[src/rtl/alu_pkg.sv]
// Shared ALU op codes and multiply sequencer states.
// Used by the decoder and by alu_mul_sequencer.
package alu_pkg;

  localparam logic [2:0] ALU_ADD = 3'b000;
  localparam logic [2:0] ALU_SLL = 3'b001;
  localparam logic [2:0] ALU_SRA = 3'b010;
  localparam logic [2:0] ALU_SUB = 3'b011;
  localparam logic [2:0] ALU_SLT = 3'b100;
  localparam logic [2:0] ALU_SRL = 3'b101;
  localparam logic [2:0] ALU_OR  = 3'b110;

  typedef enum logic [2:0] {
    IDLE,
    ADD,
    SHL,
    SHR,
    DONE
  } seq_state_t;

endpackage

[src/rtl/alu_mul_sequencer.sv]
// Shift-and-add 32x32 low-word multiplier that borrows
// the shared ALU while the multiply is in flight.
module alu_mul_sequencer
  import alu_pkg::*;
(
  input  logic        clk,
  input  logic        rst_n,
  input  logic        reqValid,
  output logic        reqReady,
  input  logic [31:0] reqA,
  input  logic [31:0] reqB,
  output logic        respValid,
  input  logic        respReady,
  output logic [31:0] product,
  output logic        aluBusy,
  output logic [31:0] aluInputA,
  output logic [31:0] aluInputB,
  output logic [2:0]  aluControl,
  input  logic [31:0] aluOut
);

  seq_state_t  state, state_nxt;
  logic [31:0] acc, acc_nxt;
  logic [31:0] mc, mc_nxt;
  logic [31:0] mp, mp_nxt;
  logic [31:0] prod_nxt;
  logic        rv_nxt;

  // state and datapath registers, reset aborts any multiply
  always_ff @(posedge clk) begin
    if (!rst_n) begin
      state     <= IDLE;
      acc       <= '0;
      mc        <= '0;
      mp        <= '0;
      product   <= '0;
      respValid <= 1'b0;
    end else begin
      state     <= state_nxt;
      acc       <= acc_nxt;
      mc        <= mc_nxt;
      mp        <= mp_nxt;
      product   <= prod_nxt;
      respValid <= rv_nxt;
    end
  end

  // next state, datapath updates and ALU drive
  always_comb begin
    state_nxt  = state;
    acc_nxt    = acc;
    mc_nxt     = mc;
    mp_nxt     = mp;
    prod_nxt   = product;
    rv_nxt     = respValid;
    reqReady   = 1'b0;
    aluBusy    = 1'b0;
    aluInputA  = '0;
    aluInputB  = '0;
    aluControl = ALU_ADD;
    unique case (state)
      IDLE: begin
        reqReady = 1'b1;
        if (reqValid) begin
          acc_nxt = '0;
          mc_nxt  = reqA;
          mp_nxt  = reqB;
          if (reqB == '0) begin
            state_nxt = DONE;
            prod_nxt  = '0;
            rv_nxt    = 1'b1;
          end else if (reqB[0]) begin
            state_nxt = ADD;
          end else begin
            state_nxt = SHL;
          end
        end
      end
      ADD: begin
        aluBusy    = 1'b1;
        aluControl = ALU_ADD;
        aluInputA  = acc;
        aluInputB  = mc;
        acc_nxt    = aluOut;
        state_nxt  = SHL;
      end
      SHL: begin
        aluBusy    = 1'b1;
        aluControl = ALU_SLL;
        aluInputA  = mc;
        aluInputB  = 32'd1;
        mc_nxt     = aluOut;
        state_nxt  = SHR;
      end
      SHR: begin
        aluBusy    = 1'b1;
        aluControl = ALU_SRL;
        aluInputA  = mp;
        aluInputB  = 32'd1;
        mp_nxt     = aluOut;
        if (aluOut == '0) begin
          state_nxt = DONE;
          prod_nxt  = acc;
          rv_nxt    = 1'b1;
        end else if (aluOut[0]) begin
          state_nxt = ADD;
        end else begin
          state_nxt = SHL;
        end
      end
      DONE: begin
        if (respReady) begin
          state_nxt = IDLE;
          rv_nxt    = 1'b0;
        end
      end
      default: state_nxt = IDLE;
    endcase
  end

endmodule
[config.mk]
export PLATFORM = sky130hd
export DESIGN_NAME = alu_mul_sequencer
export DESIGN_NICKNAME = d
export VERILOG_FILES = /design/src/rtl/alu_pkg.sv /design/src/rtl/alu_mul_sequencer.sv
export SDC_FILE = /design/constraint.sdc
export NUM_CORES = 1
export LEC_CHECK = 0
export ABC_AREA = 1
export CAP_MARGIN = 20
export CORE_MARGIN = 2
export CORE_UTILIZATION = 40
export CTS_CLUSTER_SIZE = 30
export DETAILED_ROUTE_END_ITERATION = 10
export PLACE_DENSITY_LB_ADDON = 0.05
export SLEW_MARGIN = 30
export SYNTH_ARGS = -nofsm -noshare
export SYNTH_HDL_FRONTEND = slang
export SYNTH_SLANG_ARGS = --single-unit
[constraint.sdc]
create_clock -name clk -period 3.5 [get_ports clk]
set_input_delay 0.35 -clock clk [delete_from_list [all_inputs] [get_ports clk]]
set_output_delay 0.35 -clock clk [all_outputs]
set_load 0.05 [all_outputs]
==> results of run 1 <==
[logic make-up (layout without fill, tap and decap cells)]
kind of cell,count (synthesis),count (layout),synth area share [%]
AOI/OAI and AO/OA,217,217,19.0
buffers and inverters,164,344,10.2
DFF,132,132,40.1
other,1,1,0.0569
and+or+nand+nor,500,500,30.6
[synth_stat cells]
cell type and count:
sky130_fd_sc_hd__nand2_2 5, sky130_fd_sc_hd__or2_0 1, sky130_fd_sc_hd__o211ai_1 6, sky130_fd_sc_hd__nor3_4 3, sky130_fd_sc_hd__buf_2 28, sky130_fd_sc_hd__or2_1 1
sky130_fd_sc_hd__a311oi_1 1, sky130_fd_sc_hd__dfxtp_1 132, sky130_fd_sc_hd__buf_6 2, sky130_fd_sc_hd__conb_1 1, sky130_fd_sc_hd__o221ai_1 4, sky130_fd_sc_hd__clkbuf_1 37
sky130_fd_sc_hd__a31oi_1 64, sky130_fd_sc_hd__clkinv_1 1, sky130_fd_sc_hd__buf_4 2, sky130_fd_sc_hd__inv_2 7, sky130_fd_sc_hd__nand2_1 267, sky130_fd_sc_hd__a21oi_1 34
sky130_fd_sc_hd__a22oi_1 22, sky130_fd_sc_hd__o21ai_0 86, sky130_fd_sc_hd__nor2_1 166, sky130_fd_sc_hd__nor2_4 1, sky130_fd_sc_hd__inv_1 80, sky130_fd_sc_hd__nand2_4 1
sky130_fd_sc_hd__nand3_1 55, sky130_fd_sc_hd__buf_1 7
[area by class of cell]
type	count	share of cell area [%]
clock inverters	9	1.26
inverters	88	3.34
multi-input cells	718	33.1
flip-flops and latches	132	26.7
clock buffers	23	4.93
repair buffers	224	27.9
well taps	216	2.73
[flip-flops by register name (all words and copies together), names as in the netlist]
signal	cells
mc	32
mp	32
product	32
state	3
acc	32
respValid	1
[stage by stage]
| stage | setup slack [ns] | std cells |
|---|---|---|
| global placement | 0.859 | 1378 |
| floorplan | 0.914 | 1014 |
| CTS | 0.626 | 1410 |
| global route | 0.535 | 1410 |
| detailed placement | 0.839 | 1378 |
| finish | 0.624 | 1410 |
[routing by layer]
metal | wire length [µm] | global-route usage [%]
met1 | 10500 | 37.3
met2 | 10800 | 42.1
met5 | 0 | 0
met4 | 355 | 7.35
met3 | 1550 | 5.23
[critical path, cell delays in order (launching register included)]
cell and delay (ns):
sky130_fd_sc_hd__dfxtp_1 0.46, sky130_fd_sc_hd__nor3_4 0.41, sky130_fd_sc_hd__buf_4 0.42, sky130_fd_sc_hd__buf_4 0.32, sky130_fd_sc_hd__a22oi_1 0.11, sky130_fd_sc_hd__o21ai_0 0.18
sky130_fd_sc_hd__buf_12 0.19
[power by group through the flow]
stage	Combinational [mW]	Clock, mW	Sequential (mW)
floorplan	0.684	0	1.74
global route	1.31	1.93	1.75
CTS	1.21	1.87	1.73
finish	1.21	1.86	1.73
detailed placement	1.21	0	1.76
global placement	1.20	0	1.76
[path summary, 6_finish.rpt]
check | start | endpoint | cells past startpoint
setup / recovery | state[2] | aluInputA[26] | 6
hold / removal | rst_n | acc[25] | 3
setup reg to reg | state[2] | product[11] | 8
hold reg to reg | respValid | respValid | 2
==> results.txt, run 1 <==
----------------------------------------------------
[Timing]
  Crit path time final ... about 2.9 ns
  Worst slew margin relative to its limit ... a little over half
  Largest clock skew in the final design ... ~0.0053 ns
  Worst slew pin tran ... a little over 0.7 ns
  Number of slew-limit violations in the final report ... 0
  Share of the clock period used by the worst path after layout ... between 80% and 90%
  Setup repair after global routing missed its margin ... false
  Hold slack final ... between 0.3 and 0.4 ns
  Sum of negative setup slack ... 0 ns
  Maximum clock rate ... between 300 and 400 MHz
  Final hold violation count ... 0
  Final Setup Violations ... 0

[Drt]
  Post-DR vias/cell ... 5.14
  Number of iterations in the first detailed-routing pass ... 6
  Number of design-rule violations left by the first detailed-router iteration ... 662
  WL/cell ... ~16 µm
  Number of DRC violations after detailed routing ... 0
  DRT Wirelength ... 23200 µm
  Post-route ant nets ... 0
  Overall via count from detail_route ... between 7k and 8k

[Finish]
  Antenna fix cells ... 0
  Most used cells in the layout excluding fill and tap cells ... sky130_fd_sc_hd__nand2_1 (267), sky130_fd_sc_hd__nor2_1 (166), sky130_fd_sc_hd__clkdlybuf4s50_1 (137), sky130_fd_sc_hd__dfxtp_1 (132), sky130_fd_sc_hd__o21ai_0 (86)
  Most common library cell in the layout ignoring fill and taps ... sky130_fd_sc_hd__nand2_1
  Ratio of cells with drive above 1 in the final layout ... between 10 and 15%
  Fin area ... slightly below 10000 µm²
  Fill cell instance count of the final layout ... ~1.5k
  Multi-input gate area ... 3270 µm²
  Total Nets Final ... 1281
  Flip-flop and latch area ... roughly 2600 µm²
  Syn-to-layout area delta ... 50.1%
  Final core utilization ... approximately three fifths

[Yosys]
  Total of flip-flops plus latches after synthesis ... about 130
  Proportion of synthesized chip area in sequential cells ... between 40% and 50%
  Synthesized area per cell ... ~6.5 µm²
  Area share of the leading cell type in the synthesized netlist ... around two fifths
  Syn Nets ... between 1k and 1.5k
  Largest area contributor in the synthesized netlist ... sky130_fd_sc_hd__dfxtp_1
  Synth unique cells ... 26
  Synthesis warning total ... 0
  Dominant cells by area after synthesis ... sky130_fd_sc_hd__dfxtp_1 (40%), sky130_fd_sc_hd__nand2_1 (15%), sky130_fd_sc_hd__nor2_1 (9.5%), sky130_fd_sc_hd__o21ai_0 (6.5%), sky130_fd_sc_hd__a31oi_1 (6.1%)
  Number of instances in the synthesized netlist ... slightly above 1k
  Post-synthesis cell area ... 6590 µm²

[Power]
  Part of the total power dissipated in sequential elements ... about 36%
  Power per cell area ... ~480 nW/µm²
  Switching part of the total power ... a little under a third
  Clock network fraction of total power ... roughly 39%
  Logic gate share of total power ... roughly a quarter
  Peak supply drop ... ~0.36 mV
  Pint ... ~3.3 mW
  Lkg Pwr ... ~3.9 nW
  Total Power Consumption ... about 4.8 mW
  Net switching component of the power ... between 1 and 1.5 mW

[Clock network]
  Sink count of the clock tree ... about 130
  CTS H-Tree Depth ... 4
  Max Buffers Root-to-Sink ... 2
  Clock Tree Root ... sky130_fd_sc_hd__clkbuf_16
  CTS tree ... built
  Number of gates given a new drive strength after cts ... 0
  Number of buffers inserted to repair setup after CTS ... 0
  Hold buffers post-CTS ... 0
  Clock-pin slew on the worst setup and hold paths ... 0.06 ns
  Latest clock arrival within the worst-skew pair ... between 0.4 and 0.5 ns
  Number of CTS-inserted buffers ... 17

[Place]
  Buffers added on ports ... 200
  Half-perimeter wire length after detailed placement ... 15900 µm
  Weighted congestion reported at the end of routability-driven placement ... just over 0.8
  Placed Area ... 9280 µm²

[GRT]
  Largest net degree at the start of global routing ... between 90 and 100
  Total Routing Usage GR ... about a quarter
  Leftover overflow at the end of global routing ... 0
  Wire length of the first global-routing pass ... roughly 37000 µm
  Antenna violations before repair ... 0
  Vias in the first global route ... about 6.8k

[Hold path]
  Hold/Removal Path Class ... input port to register

[Die]
  Area of the placeable core ... 16000 µm²
  I/O pin count ... slightly above 200
  DIE WIDTH ... around 130 µm
  Die Span Y ... around 130 µm
  Area of the die ... approximately 18000 µm²
  Number of cell rows ... 46
  Effective utilization at floorplan ... between 40% and 50%

[Worst setup path]
  CP Capture Type ... output port
  Req. time, crit path ... roughly 3.2 ns
  Largest fanout on the critical path ... 31
  Critical Path AT ... between 2 and 3 ns
  Path type of the worst setup path ... register to output port
  Internal reg-to-reg setup slack ... 1.11 ns
  Critical Path Start Type ... register

[Outcome]
  Outcome ... completed

[Job]
  Max Cap Violations ... 0

----------------------------------------------------
Power figures use the tool's default switching activity.
==> run 2, diff against run 1 <==
==> constraint.sdc (replaced) <==
create_clock -name clk -period 2.88 [get_ports clk]
set_input_delay 0.288 -clock clk [delete_from_list [all_inputs] [get_ports clk]]
set_output_delay 0.288 -clock clk [all_outputs]
set_load 0.05 [all_outputs]
==> results.txt, run 2 (synthesized netlist as in run 1, its figures left out) <==
----------------------------------------------------
[Timing]
  Final Setup Violations ... 0 (unchanged)
  Final hold violation count ... 0 (unchanged)
  Number of slew-limit violations in the final report ... 0 (unchanged)
  Share of the clock period used by the worst path after layout ... around nine tenths
  Crit path time final ... 2.55 ns
  Worst slew margin relative to its limit ... 52.3% (-0.53 points)
  Worst slew pin tran ... 0.716 ns (+0.00796 ns)
  Setup repair after global routing missed its margin ... false
  Sum of negative setup slack ... 0 ns (unchanged)
  Largest clock skew in the final design ... 0.00485 ns (-0.000443 ns)
  Hold slack final ... 0.406 ns (+0.0150 ns)
  Maximum clock rate ... a little under 400 MHz

[Place]
  Weighted congestion reported at the end of routability-driven placement ... 0.828 (+2.0%)
  Buffers added on ports ... 200 (unchanged)
  Total instance count after detailed placement ... 1378 (unchanged)
  Half-perimeter wire length after detailed placement ... 15700 µm (-1.1%)

[Die]
  Effective utilization at floorplan ... 41.2% (unchanged)
  I/O pin count ... 202 (unchanged)
  Number of cell rows ... 46 (unchanged)
  Area of the placeable core ... 16000 µm² (unchanged)
  DIE WIDTH ... 132 µm (unchanged)
  Die Span Y ... 132 µm (unchanged)
  Area of the die ... 17500 µm² (unchanged)

[Drt]
  Number of design-rule violations left by the first detailed-router iteration ... 584 (-12%)
  Post-route ant nets ... 0 (unchanged)
  Number of DRC violations after detailed routing ... 0 (unchanged)
  DRT Wirelength ... 23200 µm (-0.11%)
  Number of iterations in the first detailed-routing pass ... 5 (-1)
  Post-DR vias/cell ... 5.11 (-0.55%)
  WL/cell ... 16.5 µm (-0.11%)
  Overall via count from detail_route ... 7209 (-0.55%)

[Hold path]
  Cell depth of the worst hold path ... 3 (unchanged)
  Terminating pin of the worst hold path ... acc[10]
  Launch point of the worst hold path ... rst_n
  Hold/Removal Path Class ... input port to register

[Worst setup path]
  Critical Path AT ... 2.26 ns (-0.27 ns)
  Crit path buffers/inverters ... 2 (-1)
  Worst-path cell chain ... nor3_4 > buf_4 > a22oi_1 > o21ai_0 > buf_12
  Slowest cell on the critical path ... sky130_fd_sc_hd__buf_4
  Path type of the worst setup path ... register to output port
  Internal reg-to-reg setup slack ... 0.85 ns (-0.26 ns)
  CP Capture Type ... output port
  Critical Path Start Type ... register
  Destination of the worst register-to-register timing path ... mp[9]
  Largest incremental delay on the critical path ... 0.54 ns (+0.08 ns)
  Req. time, crit path ... 2.59 ns (-0.56 ns)
  Largest fanout on the critical path ... 49 (+58%)
  Critical register-to-register path startpoint ... state[1]
  Number of cells on the worst reg-to-reg path ... 8 (unchanged)
  Cell class contributing the biggest share of worst-path delay ... buffers and inverters

[Clock network]
  Clock Tree Root ... sky130_fd_sc_hd__clkbuf_16
  Hold buffers post-CTS ... 0 (unchanged)
  Number of gates given a new drive strength after cts ... 0 (unchanged)
  Latest clock arrival within the worst-skew pair ... 0.42 ns (about the same)
  Number of buffers inserted to repair setup after CTS ... 0 (unchanged)
  Number of CTS-inserted buffers ... 17 (unchanged)
  Max Buffers Root-to-Sink ... 2 (unchanged)
  Clock-pin slew on the worst setup and hold paths ... 0.06 ns (about the same)
  Sink count of the clock tree ... 132 (unchanged)
  CTS tree ... built
  CTS H-Tree Depth ... 4 (unchanged)

[GRT]
  Leftover overflow at the end of global routing ... 0 (unchanged)
  Total Routing Usage GR ... 26.5% (-0.25 points)
  Largest net degree at the start of global routing ... 99 (unchanged)
  Vias in the first global route ... 6819 (+0.72%)
  Antenna violations before repair ... 0 (unchanged)
  Wire length of the first global-routing pass ... 36900 µm (-0.48%)

[Power]
  Total Power Consumption ... 5.97 mW (+24%)
  Peak supply drop ... 0.476 mV (+30%)
  Power per cell area ... 597 nW/µm² (+23%)
  Lkg Pwr ... 3.91 nW (+0.88%)

[Finish]
  Total Nets Final ... 1281 (unchanged)
  Ratio of cells with drive above 1 in the final layout ... 11.3% (+0.084 points)
  Antenna fix cells ... 0 (unchanged)
  Most used cells in the layout excluding fill and tap cells ... sky130_fd_sc_hd__nand2_1 (267), sky130_fd_sc_hd__nor2_1 (166), sky130_fd_sc_hd__clkdlybuf4s50_1 (136), sky130_fd_sc_hd__dfxtp_1 (132), sky130_fd_sc_hd__o21ai_0 (86)
  Syn-to-layout area delta ... 51.8%
  Most common library cell in the layout ignoring fill and taps ... sky130_fd_sc_hd__nand2_1
  Post-layout instance count excluding filler cells ... 1410 (unchanged)

[Outcome]
  Outcome ... completed

[Job]
  Max Cap Violations ... 0 (unchanged)

----------------------------------------------------
==> run 2: worst reg2reg max path, stage by stage (launching register included) <==
cell and delay (ns):
sky130_fd_sc_hd__dfxtp_1 0.34, sky130_fd_sc_hd__inv_2 0.15, sky130_fd_sc_hd__nand2_2 0.11, sky130_fd_sc_hd__nor2_4 0.18
sky130_fd_sc_hd__nand2_2 0.29, sky130_fd_sc_hd__nand2_2 0.17, sky130_fd_sc_hd__buf_4 0.36, sky130_fd_sc_hd__o21ai_0 0.16
sky130_fd_sc_hd__a31oi_1 0.20
==> run 2: through the flow <==
stage | setup WS [ns] | cell area (µm²) | utilization (%)
after floorplan | 0.356 | 6590 | -
after global placement | 0.645 | 9350 | 58.4
after detailed placement | 0.662 | 9350 | 58.4
after CTS | 0.334 | 10000 | 62.5
after global routing | 0.203 | 10000 | 62.5
final | 0.335 | 10000 | 62.5
==> run 2: layout make-up <==
class	instances	area (µm²)
Tap cell	216	270
Fill cell	1495	6000
Clock inverter	12	204
Timing Repair Buffer	224	2840
Inverter	88	330
Multi-Input combinational cell	718	3270
Sequential cell	132	2640
Clock buffer	20	447
==> run 2: how the worst max path moves through the flow <==
stage | start | endpoint | slack (ns) | depth (start not counted)
detailed placement | aluOut[31] | product[11] | 0.66 | 11
CTS | state[2] | aluInputB[0] | 0.33 | 4
floorplan | state[2] | aluInputA[18] | 0.36 | 6
global route | state[2] | aluInputA[1] | 0.20 | 5
finish | state[2] | aluInputA[1] | 0.33 | 5
global placement | aluOut[31] | product[11] | 0.64 | 11
==> run 2: routing by layer <==
metal  share of wire, %  vias up  wire length, µm  track usage (%)
li1                   -     3629                -                -
met1                 45     3276            10500             35.6
met4                1.4        0              326             7.53
met2                 47      276            10800             42.5
met5                  0        -                0                0
met3                6.9       28             1600             6.11
==> run 2: power breakdown <==
part           switching [mW]  leakage, nW  internal, mW
combinational           0.907         2.52         0.577
clock                   0.823        0.306          1.56
sequential              0.101         1.08          2.00
total                    1.83         3.91          4.14
